### src/rtl/mips_pkg.sv
// Shared definitions for the MIPS-32 core and its program loader.
// HLT_WORD is the end-of-program marker and the value used to pad unused memory.
// The loader state enum is also visible to any debug/monitor logic.
package mips_pkg;

  localparam logic [5:0]  HLT_OPCODE = 6'h3f;
  localparam logic [31:0] HLT_WORD   = {HLT_OPCODE, 26'd0};

  typedef enum logic [2:0] {
    IDLE,
    LOAD,
    PAD,
    INIT,
    RUN
  } ld_state_e;

endpackage

### src/rtl/prog_loader.sv
// Program loader: streams 32-bit words into consecutive instruction-memory
// addresses, optionally pads the tail with HLT, pulses core_init, then holds core_run.
// Latency: a word accepted in one cycle appears on mem_we/mem_addr/mem_wdata the next.
// Backpressure: s_ready is high only in LOAD (and not during abort); words are
// consumed on s_valid & s_ready, never outside LOAD.
// Ports:
//   clk1, rst_n                 clock, async active-low reset
//   start, abort                control (abort wins over start)
//   s_valid, s_data, s_ready    input word stream
//   mem_we, mem_addr, mem_wdata registered memory write port
//   core_init, core_run, busy   core control and status
//   word_count, checksum        words accepted (HLT included) and XOR of them
//   err_overflow                sticky: memory filled without HLT; cleared by start
module prog_loader #(
  parameter int          ADDR_W   = 5,
  parameter int          DEPTH    = 1 << ADDR_W,
  parameter logic [31:0] HLT_WORD = mips_pkg::HLT_WORD,
  parameter bit          PAD_EN   = 1'b1
) (
  input  logic              clk1,
  input  logic              rst_n,
  input  logic              start,
  input  logic              abort,
  input  logic              s_valid,
  input  logic [31:0]       s_data,
  output logic              s_ready,
  output logic              mem_we,
  output logic [ADDR_W-1:0] mem_addr,
  output logic [31:0]       mem_wdata,
  output logic              core_init,
  output logic              core_run,
  output logic              busy,
  output logic [ADDR_W:0]   word_count,
  output logic [31:0]       checksum,
  output logic              err_overflow
);
  import mips_pkg::*;

  localparam logic [ADDR_W-1:0] LAST = ADDR_W'(DEPTH - 1);

  ld_state_e         state_q, state_d;
  logic [ADDR_W-1:0] addr_q, addr_d;
  logic [ADDR_W:0]   cnt_q, cnt_d;
  logic [31:0]       csum_q, csum_d;
  logic              err_q, err_d;
  logic              init_ph_q, init_ph_d;
  logic              we_q, we_d;
  logic [ADDR_W-1:0] waddr_q, waddr_d;
  logic [31:0]       wdata_q, wdata_d;
  logic              accept;

  // Gating with abort means no word is consumed in the cycle that aborts.
  assign s_ready = (state_q == LOAD) && !abort;
  assign accept  = s_valid && s_ready;

  always_comb begin
    state_d   = state_q;
    addr_d    = addr_q;
    cnt_d     = cnt_q;
    csum_d    = csum_q;
    err_d     = err_q;
    init_ph_d = 1'b0;
    we_d      = 1'b0;
    waddr_d   = waddr_q;
    wdata_d   = wdata_q;
    if (abort) begin
      state_d = IDLE;
    end else begin
      case (state_q)
        IDLE, RUN: begin
          if (start) begin
            state_d = LOAD;
            addr_d  = '0;
            cnt_d   = '0;
            csum_d  = '0;
            err_d   = 1'b0;
          end
        end
        LOAD: begin
          if (accept) begin
            we_d    = 1'b1;
            waddr_d = addr_q;
            wdata_d = s_data;
            cnt_d   = cnt_q + 1'b1;
            csum_d  = csum_q ^ s_data;
            // Address saturates at LAST; every exit from LAST leaves LOAD.
            if (addr_q != LAST) addr_d = addr_q + 1'b1;
            if (s_data == HLT_WORD) begin
              state_d = (PAD_EN && (addr_q != LAST)) ? PAD : INIT;
            end else if (addr_q == LAST) begin
              err_d   = 1'b1;
              state_d = IDLE;
            end
          end
        end
        PAD: begin
          we_d    = 1'b1;
          waddr_d = addr_q;
          wdata_d = HLT_WORD;
          if (addr_q == LAST) state_d = INIT;
          else                addr_d  = addr_q + 1'b1;
        end
        INIT: begin
          // Two phases: the first lets the last registered write land,
          // the second drives core_init with no write in flight.
          if (init_ph_q) state_d   = RUN;
          else           init_ph_d = 1'b1;
        end
        default: state_d = IDLE;
      endcase
    end
  end

  always_ff @(posedge clk1 or negedge rst_n) begin
    if (!rst_n) begin
      state_q   <= IDLE;
      addr_q    <= '0;
      cnt_q     <= '0;
      csum_q    <= '0;
      err_q     <= 1'b0;
      init_ph_q <= 1'b0;
      we_q      <= 1'b0;
      waddr_q   <= '0;
      wdata_q   <= '0;
    end else begin
      state_q   <= state_d;
      addr_q    <= addr_d;
      cnt_q     <= cnt_d;
      csum_q    <= csum_d;
      err_q     <= err_d;
      init_ph_q <= init_ph_d;
      we_q      <= we_d;
      waddr_q   <= waddr_d;
      wdata_q   <= wdata_d;
    end
  end

  assign mem_we       = we_q;
  assign mem_addr     = waddr_q;
  assign mem_wdata    = wdata_q;
  assign core_init    = (state_q == INIT) && init_ph_q;
  assign core_run     = (state_q == RUN);
  assign busy         = (state_q == LOAD) || (state_q == PAD) || (state_q == INIT);
  assign word_count   = cnt_q;
  assign checksum     = csum_q;
  assign err_overflow = err_q;

endmodule

### config.mk
export PLATFORM = sky130hd
export DESIGN_NAME = prog_loader
export DESIGN_NICKNAME = d
export VERILOG_FILES = /design/src/rtl/mips_pkg.sv /design/src/rtl/prog_loader.sv
export SDC_FILE = /design/constraint.sdc
export NUM_CORES = 1
export LEC_CHECK = 0
export ABC_CLOCK_PERIOD_IN_PS = 1850
export CAP_MARGIN = 20
export CORE_UTILIZATION = 42
export DETAILED_ROUTE_END_ITERATION = 8
export PLACE_DENSITY_LB_ADDON = 0.12
export REMOVE_ABC_BUFFERS = 1
export SYNTH_ARGS = -nofsm -noshare
export SYNTH_HDL_FRONTEND = slang
export SYNTH_SLANG_ARGS = --single-unit
### constraint.sdc
create_clock -name clk1 -period 1.85 [get_ports clk1]
set_input_delay 0.37 -clock clk1 [delete_from_list [all_inputs] [get_ports clk1]]
set_output_delay 0.37 -clock clk1 [all_outputs]
set_load 0.1 [all_outputs]
==> results.cfg, run 1 <==
[die]
dieHeight_um = 96.2
io_pins = 118
core_area_um2 = 8380
die_area_um2 = 9250
die_x_um = 96.2
rows = 33
start_util_pct = 44.5

[logic_synthesis]
ys_seq_elements = 86
synth_area_per_cell_um2 = 9.20
yosysWarnings = 0
async_reset_ff_share_pct = 100
synth_cells = 405
synth_cell_types = 43
synth-edff-count = 0
syn_area_um2 = 3730
ys.flop_type = dfrtp_1
synth-seq-area-share_pct = 57.8

[global_routing]
grt_pass1_vias = 3669
grt_pass1_wl_um = 17800
track_usage_pct = 26.0
grt-ovfl-total = 0
grt_max_degree = 43
grt_antenna_before_repair = 0

[min_path]
min_path_type = in2async

[setup_path]
crit_chain = ha_2 -> and3_4 -> ha_4 -> nor2_4 -> a21oi_2 -> a21oi_2 -> a21o_1 -> mux2_4
cp.required_ps = 2080
critPathTopFamily = compound AO/OA/AOI/OAI gates
cp-start-kind = flop
cp-startpoint = addr_q[0]
critPathMaxStageDelay_ps = 400
crit_fanout = 4
crit_buf_inv = 0
crit_path_frequent_cell = a21oi_2
critPathKind = reg2reg
cpMaxStageDelayCell = dfrtp_1
r2r-start = addr_q[0]
endpoint_kind = flop
crit_arrival_ps = 2170

[run]
maxCapViolCount = 0

[clock_tree]
cts.sinks = 86
cts_buffers = 9
h-tree-depth = 3
clk_pin_slew_ps = 90
clockBufferDepth = 2
cts_tree = yes
clock_latency_ps = 350
cts-root-buf = clkbuf_8
cts-hold-fix-buffers = 0

[detailed_routing]
via_per_inst = 5.44
wl_um = 12400
dr.pass1.iters = 4
drt_iter0_drc = 154
drc = 0
ant_nets = 0
avgRoutedWirePerCell_um = 18.0
num_vias = 3744

[placed_design]
dp_hpwl_um = 7680
pre_cts_slack_ps = -756
portBuffers = 117
gp_congestion = 0.833

[timing]
setup_viol_count_final = 33
slew_viol_final = 0
slew_headroom_pct = 63.2
tightest_slew_ps = 553
min_period_over_period_pct = 105
fmax_mhz = 515
hold_slack_ps = -6.85
rsz0062_at_grt = yes
fin_ws_ps = -92.0
finClkSkew_ps = 10.6
hold_violations = 2
min_period_ps = 1940

[final_layout]
area_growth_pct = 78.8
nFillCells = 536
final_cell_mix = nand2_1 (109), dfrtp_1 (86), buf_12 (84)
drive_gt1_share_pct = 35.3
final_common_cell = nand2_1
layout.nets = 618
diodes = 0

[status]
outcome = finished with violations
failed_checks = negative hold slack, negative setup slack
-- synthesized netlist by cell type (3+ instances only) --
cell type / count / share of area, %
dfrtp_1: 86 / 58
o22a_1: 6 / 1.4
nand4b_1: 3 / 0.71
clkbuf_1: 13 / 1.3
nor3_1: 7 / 0.94
nand2_1: 110 / 11
buf_4: 5 / 1.0
o21ai_0: 48 / 6.4
a21oi_1: 5 / 0.67
ha_1: 3 / 1.0
inv_1: 3 / 0.30
o21ai_1: 25 / 3.4
nor4_1: 5 / 0.84
nor2_1: 45 / 4.5
-- stage by stage --
stage	area (um2)	hold slack [ps]	utilization (%)	setup TNS [ps]	cells
CTS	6410	5.72	76.5	-155	678
floorplan	3630	74.4	-	-105190	385
global route	6660	12.5	79.5	-3900	688
global placement	6140	368	73.2	-7580	656
finish	6660	-6.85	79.5	-1030	688
detailed placement	6140	388	73.2	-9650	656
-- cell type report --
type                    count  area (um2)  area share, %
repair buffers            181        2540           38.1
clock inverters             5        35.0          0.526
multi-input cells         296        1640           24.6
flip-flops and latches     86        2150           32.3
repair inverters            1        7.51          0.113
inverters                   3        15.0          0.225
well taps                 105         131           1.97
clock buffers              11         141           2.12
-- worst reg2reg max path: stages (launching register included) --
cell and delay (ps):
dfrtp_1 400, ha_2 200, and3_4 150, ha_4 170, nor2_4 130, a21oi_2 90
a21oi_2 220, a21o_1 150, mux2_4 300
-- per-layer routing --
layer  up-vias  part of all wire (%)  global-route usage, %  wire length [um]
met5         -                     0                      0                 0
met4         0                   1.7                   10.3               206
met3        18                   8.2                   9.24              1020
met2       144                    51                   42.3              6360
met1      1857                    39                   31.3              4830
li1       1725                     -                      -                 -
-- flip-flops by register name, indices dropped and copies added, names as in the netlist --
name / cells
init_ph_q: 1
word_count: 6
mem_we: 1
state_q: 3
err_overflow: 1
checksum: 32
addr_q: 5
mem_wdata: 32
mem_addr: 5
-- timing repair --
item | 4_1_cts | 5_1_grt
gates resized for setup | 70 | 54
pin swaps | 16 | 21
cloned | 0 | 6
buffers inserted | 6 | 4
setup endpoints to repair | 12 | 62
-- kinds of logic after synthesis --
logic type                 after synthesis  synth area share, %
muxes                                    2                0.705
xor gates and xnor gates                 1                0.235
AOI/OAI and AO/OA                       98                 14.9
adders and majority gates                3                 1.01
buffers and inverters                   23                 2.89
DFF                                     86                 57.8
and+or+nand+nor                        192                 22.5
-- path summary, 6_finish.rpt --
kind                                  to  slack, ps  depth (start not counted)
max reg2reg                   state_q[2]        -90                          8
max in group asynchronous    checksum[9]       1230                          2
min                        mem_wdata[25]         -7                          1
min reg2reg                    init_ph_q        490                          1
min in group clk1          mem_wdata[22]        310                          3
max                           state_q[2]        -90                          8
Power of run 1 is not shown: default switching activity piles up to over one toggle a cycle in this logic, so the estimate is an artifact.
==> run 2, diff against run 1 <==
--- a/config.mk
+++ b/config.mk
@@ -7,6 +7,7 @@
 export LEC_CHECK = 0
 export ABC_CLOCK_PERIOD_IN_PS = 1850
 export CAP_MARGIN = 20
+export CORE_MARGIN = 3
 export CORE_UTILIZATION = 42
 export DETAILED_ROUTE_END_ITERATION = 8
 export PLACE_DENSITY_LB_ADDON = 0.12
==> results.cfg, run 2 (same netlist as run 1, synthesis figures left out) <==
[detailed_routing]
wl_um = 11800
drt_iter0_drc = 153
avgRoutedWirePerCell_um = 17.3
dr.pass1.iters = 5
ant_nets = 0
via_per_inst = 5.44
num_vias = 3709
drc = 0

[min_path]
min_path_type = in2reg
hold_path_end = mem_wdata[14]
hold_start = s_data[14]
whs_path_depth = 3

[clock_tree]
clk_pin_slew_ps = 80
h-tree-depth = 3
clockBufferDepth = 2
clock_latency_ps = 350
cts.sinks = 86
cts_buffers = 9
cts-root-buf = clkbuf_8
cts_tree = yes

[timing]
fmax_mhz = 519
tightest_slew_ps = 430
slew_headroom_pct = 71.3
min_period_over_period_pct = 104
setup_viol_count_final = 2
finClkSkew_ps = 10.4
fin_ws_ps = -76.9
min_period_ps = 1930
hold_violations = 0
slew_viol_final = 0
rsz0062_at_grt = yes

[global_routing]
grt_max_degree = 43
track_usage_pct = 24.1
grt_antenna_before_repair = 0
grt_pass1_wl_um = 19000
grt_pass1_vias = 3860
grt-ovfl-total = 0

[final_layout]
drive_gt1_share_pct = 34.5
final_util_pct = 77.6
layout.nets = 614
nFillCells = 558
final_cell_mix = nand2_1 (110), dfrtp_1 (86), buf_12 (84)
final_common_cell = nand2_1
area_growth_pct = 75.4
diodes = 0

[setup_path]
cp-start-kind = flop
r2r_cells = 8
cp.required_ps = 1480
crit_chain = or3b_4 -> nor2_4 -> buf_6 -> buf_12
crit_fanout = 2
endpoint_kind = output port
critPathMaxStageDelay_ps = 430
cpMaxStageDelayCell = or3b_4
r2r-start = addr_q[1]
critPathKind = reg2out
r2r_slack_ps = 10
timing.rr.end = state_q[2]
crit_arrival_ps = 1560

[die]
core_area_um2 = 8420
start_util_pct = 44.2
rows = 33
dieHeight_um = 100
io_pins = 118
die_x_um = 100
die_area_um2 = 10000

[run]
maxCapViolCount = 0

[placed_design]
dp_hpwl_um = 8190
portBuffers = 117
gp_congestion = 0.885

[status]
outcome = finished with violations
failed_checks = negative setup slack
-- run 2: changes by cell type in the layout (fill, tap and decap cells not counted), moves of 2 or more --
cell and change:
o21ai_1 -22, dlygate4sd2_1 -4, o21ai_0 +22, clkdlybuf4s15_1 -3, clkbuf_2 +3, clkinv_4 -2, buf_6 +3, clkbuf_16 -3
clkinvlp_4 -3
-- run 2: cell type report --
type / count / area [um2] / area share, %
clock buffers: 12 / 145 / 2.22
inverters: 3 / 11.3 / 0.172
multi-input cells: 296 / 1630 / 24.9
repair buffers: 178 / 2460 / 37.6
clock inverters: 2 / 10.0 / 0.153
well taps: 105 / 131 / 2.01
flip-flops and latches: 86 / 2150 / 32.9
-- run 2: worst max-delay path by stage --
stage / start / to / cells after the start
after detailed placement: s_data[24] / state_q[2] / 7
after global placement: s_data[17] / state_q[2] / 7
after CTS: state_q[1] / s_ready / 4
final: state_q[2] / s_ready / 4
after floorplan: state_q[2] / word_count[5] / 5
after global routing: state_q[2] / s_ready / 4
-- run 2: per-stage QoR --
stage,hold slack (ps),setup slack (ps),area (um2),cells,setup TNS (ps)
after global routing,301,-118,6540,682,-1080
after global placement,334,-616,6170,659,-5080
after floorplan,74.4,-1550,3630,385,-105190
after CTS,269,-75.0,6440,680,-83.5
final,301,-76.9,6540,682,-84.9
after detailed placement,333,-660,6170,659,-6780
-- run 2: per-layer routing --
layer  GRT usage (%)  up-vias  wire length (um)
met5               0        -                 0
met4            9.53        0               229
met3            6.53       21               979
met2            40.0      143              6010
met1            30.0     1836              4590
li1                -     1709                 -
-- run 2: worst max-delay path, delay by kind of cell (launching register included) --
kind / cells / cell delay (ps)
buffers and inverters: 2 / 280
flip-flops: 1 / 400
AND/OR/NAND/NOR: 2 / 530
-- run 2: timing repair --
action | in CTS | in global routing
setup endpoints to repair | 12 | 37
gates resized for setup | 81 | 34
cloned | 0 | 1
hold endpoints to repair | 30 | 0
pin swaps | 16 | 14
hold buffers | 1 | 0
buffers inserted | 6 | 1
Power of run 2 is left out for the same reason.
==> run 3, diff against run 2 <==
--- a/config.mk
+++ b/config.mk
@@ -5,11 +5,13 @@
 export SDC_FILE = /design/constraint.sdc
 export NUM_CORES = 1
 export LEC_CHECK = 0
+export ABC_AREA = 1
 export ABC_CLOCK_PERIOD_IN_PS = 1850
 export CAP_MARGIN = 20
 export CORE_MARGIN = 3
-export CORE_UTILIZATION = 42
+export CORE_UTILIZATION = 57
 export DETAILED_ROUTE_END_ITERATION = 8
+export DONT_BUFFER_PORTS = 1
 export PLACE_DENSITY_LB_ADDON = 0.12
 export REMOVE_ABC_BUFFERS = 1
 export SYNTH_ARGS = -nofsm -noshare
==> results.cfg, run 3 <==
[detailed_routing]
wl_um = 9190
num_vias = 3189
drc = 0
via_per_inst = 4.94
dr.pass1.iters = 4
avgRoutedWirePerCell_um = 14.2
drt_iter0_drc = 213
ant_nets = 0

[global_routing]
grt-ovfl-total = 0
grt_antenna_before_repair = 0
grt_max_degree = 87
track_usage_pct = 24.5
grt_pass1_vias = 3200
grt_pass1_wl_um = 14800

[timing]
hold_violations = 86
tightest_slew_ps = 303
setup_viol_count_final = 0
finClkSkew_ps = 12.1
rsz0062_at_grt = no
hold_slack_ps = -302
slew_headroom_pct = 79.8
fin_ws_ps = 86.5
min_period_over_period_pct = 95.3
slew_viol_final = 0
fmax_mhz = 567
min_period_ps = 1760

[final_layout]
final_common_cell = nand2_1
layout.nets = 587
final_cell_mix = nand2_1 (92), nor2_1 (91), buf_4 (86)
area_growth_pct = 25.1
diodes = 0
drive_gt1_share_pct = 24.8
final_util_pct = 75.7
final_cell_area_um2 = 4970
nFillCells = 475

[die]
die_x_um = 89.5
rows = 29
dieHeight_um = 89.5
start_util_pct = 60.5
io_pins = 118
core_area_um2 = 6570
die_area_um2 = 8010

[logic_synthesis]
synthXorXnorAreaFrac_pct = 7.93
synth.top_cells.by_count = nor2_1 (95), nand2_1 (92), dfrtp_1 (86)
synth_cell_types = 28
synth_area_leaders = dfrtp_1 (54%), nor2_1 (9.0%), nand2_1 (8.7%), xnor2_1 (7.5%), inv_1 (5.1%)
yosysTopAreaCellShare_pct = 54.1
synth_cells = 458
ys_seq_elements = 86
synth_top_family_by_area = simple AND/OR/NAND/NOR gates
synthMuxAreaShare_pct = 0.252
synth_compound_area_share_pct = 6.30
yosys.area_share.simple_pct = 22.7
ys.flop_type = dfrtp_1
yosysWarnings = 0
synth_area_per_cell_um2 = 8.68
synth-seq-area-share_pct = 54.1
yosysTopAreaCell = dfrtp_1
yosys.cell_count.top_type = nor2_1
async_reset_ff_share_pct = 100
synth-edff-count = 0
synth_fa_ha_area_share_pct = 0.944
syn_area_um2 = 3980

[setup_path]
r2r_cells = 10
crit_arrival_ps = 1390
r2r-start = state_q[2]
endpoint_kind = output port
r2r_slack_ps = 140
cp-start-kind = flop
timing.rr.end = checksum[6]
cp.required_ps = 1480
crit_fanout = 5
critPathKind = reg2out
cp-startpoint = state_q[0]

[status]
outcome = finished with violations
failed_checks = negative hold slack

[clock_tree]
clock_latency_ps = 360
clockBufferDepth = 2
cts_tree = yes
clk_pin_slew_ps = 90
cts_buffers = 9
h-tree-depth = 3
cts.sinks = 86
cts-root-buf = clkbuf_8
post_cts_buffers = 0

[placed_design]
dp_hpwl_um = 6750
gp_congestion = 0.800
pre_cts_slack_ps = 99.1
portBuffers = 0
placed_area_um2 = 4730

[min_path]
min_path_type = in2async

[run]
maxCapViolCount = 0
run 3: cell count changes after synthesis, sizes merged, moves of 6 or more:
cell,previous run,this run
a21oi,5,11
clkbuf,13,2
inv,3,55
nand2,110,95
nand3,2,11
nor2,46,106
nor4,7,0
o21ai,73,32
o22a,6,0
xnor2,1,34
run 3: metrics by stage:
stage / instances / setup TNS (ps)
floorplan: 444 / -58730
global placement: 629 / 0
detailed placement: 629 / 0
CTS: 645 / 0
global route: 645 / 0
finish: 645 / 0
run 3: how the worst max path moves through the flow:
stage,endpoint,slack (ps),cells after the start
final,busy,90,4
after global routing,checksum[26],40,8
after CTS,s_ready,50,4
after detailed placement,addr_q[0],100,9
after global placement,addr_q[0],150,8
after floorplan,checksum[0],-890,10
run 3: routing by layer:
metal  part of all wire, %  wire (um)  global-route usage (%)  up-vias
met5                     0          0                       0        -
li1                      -          -                       -     1566
met4                   1.2        108                    7.31        0
met3                   7.8        720                    7.47       12
met2                    49       4500                    40.7      106
met1                    42       3860                    31.0     1505
run 3: critical path, stage by stage, from the launching register on:
cell and delay [ps]:
dfrtp_1 490, nor2_2 60, buf_4 140, nor2_2 70, buf_4 290
run 3: cells by family (layout without fill, tap and decap cells):
group	after synthesis	in the layout
AO/OA/AOI/OAI	47	47
XOR/XNOR	36	36
AND/OR/NAND/NOR	216	216
flip-flops	86	86
buffers and inverters	69	163
adder cells (fa/ha/maj)	3	3
multiplexers	1	1
run 3: what timing repair did:
action | in CTS | in global routing
gates resized for setup | 1 | 13
setup endpoints to repair | 1 | 20
endpoints found under the hold margin | 86 | 86
run 3: layout make-up:
cell class	count	area, um2	area share, %
sequential	86	2150	43.3
multi-input combinational	303	1550	31.1
timing repair buffer	92	743	14.9
tap	93	116	2.34
clock buffer	10	138	2.77
clock inverter	6	68.8	1.38
inverter	55	206	4.15
Power of run 3 is left out for the same reason.
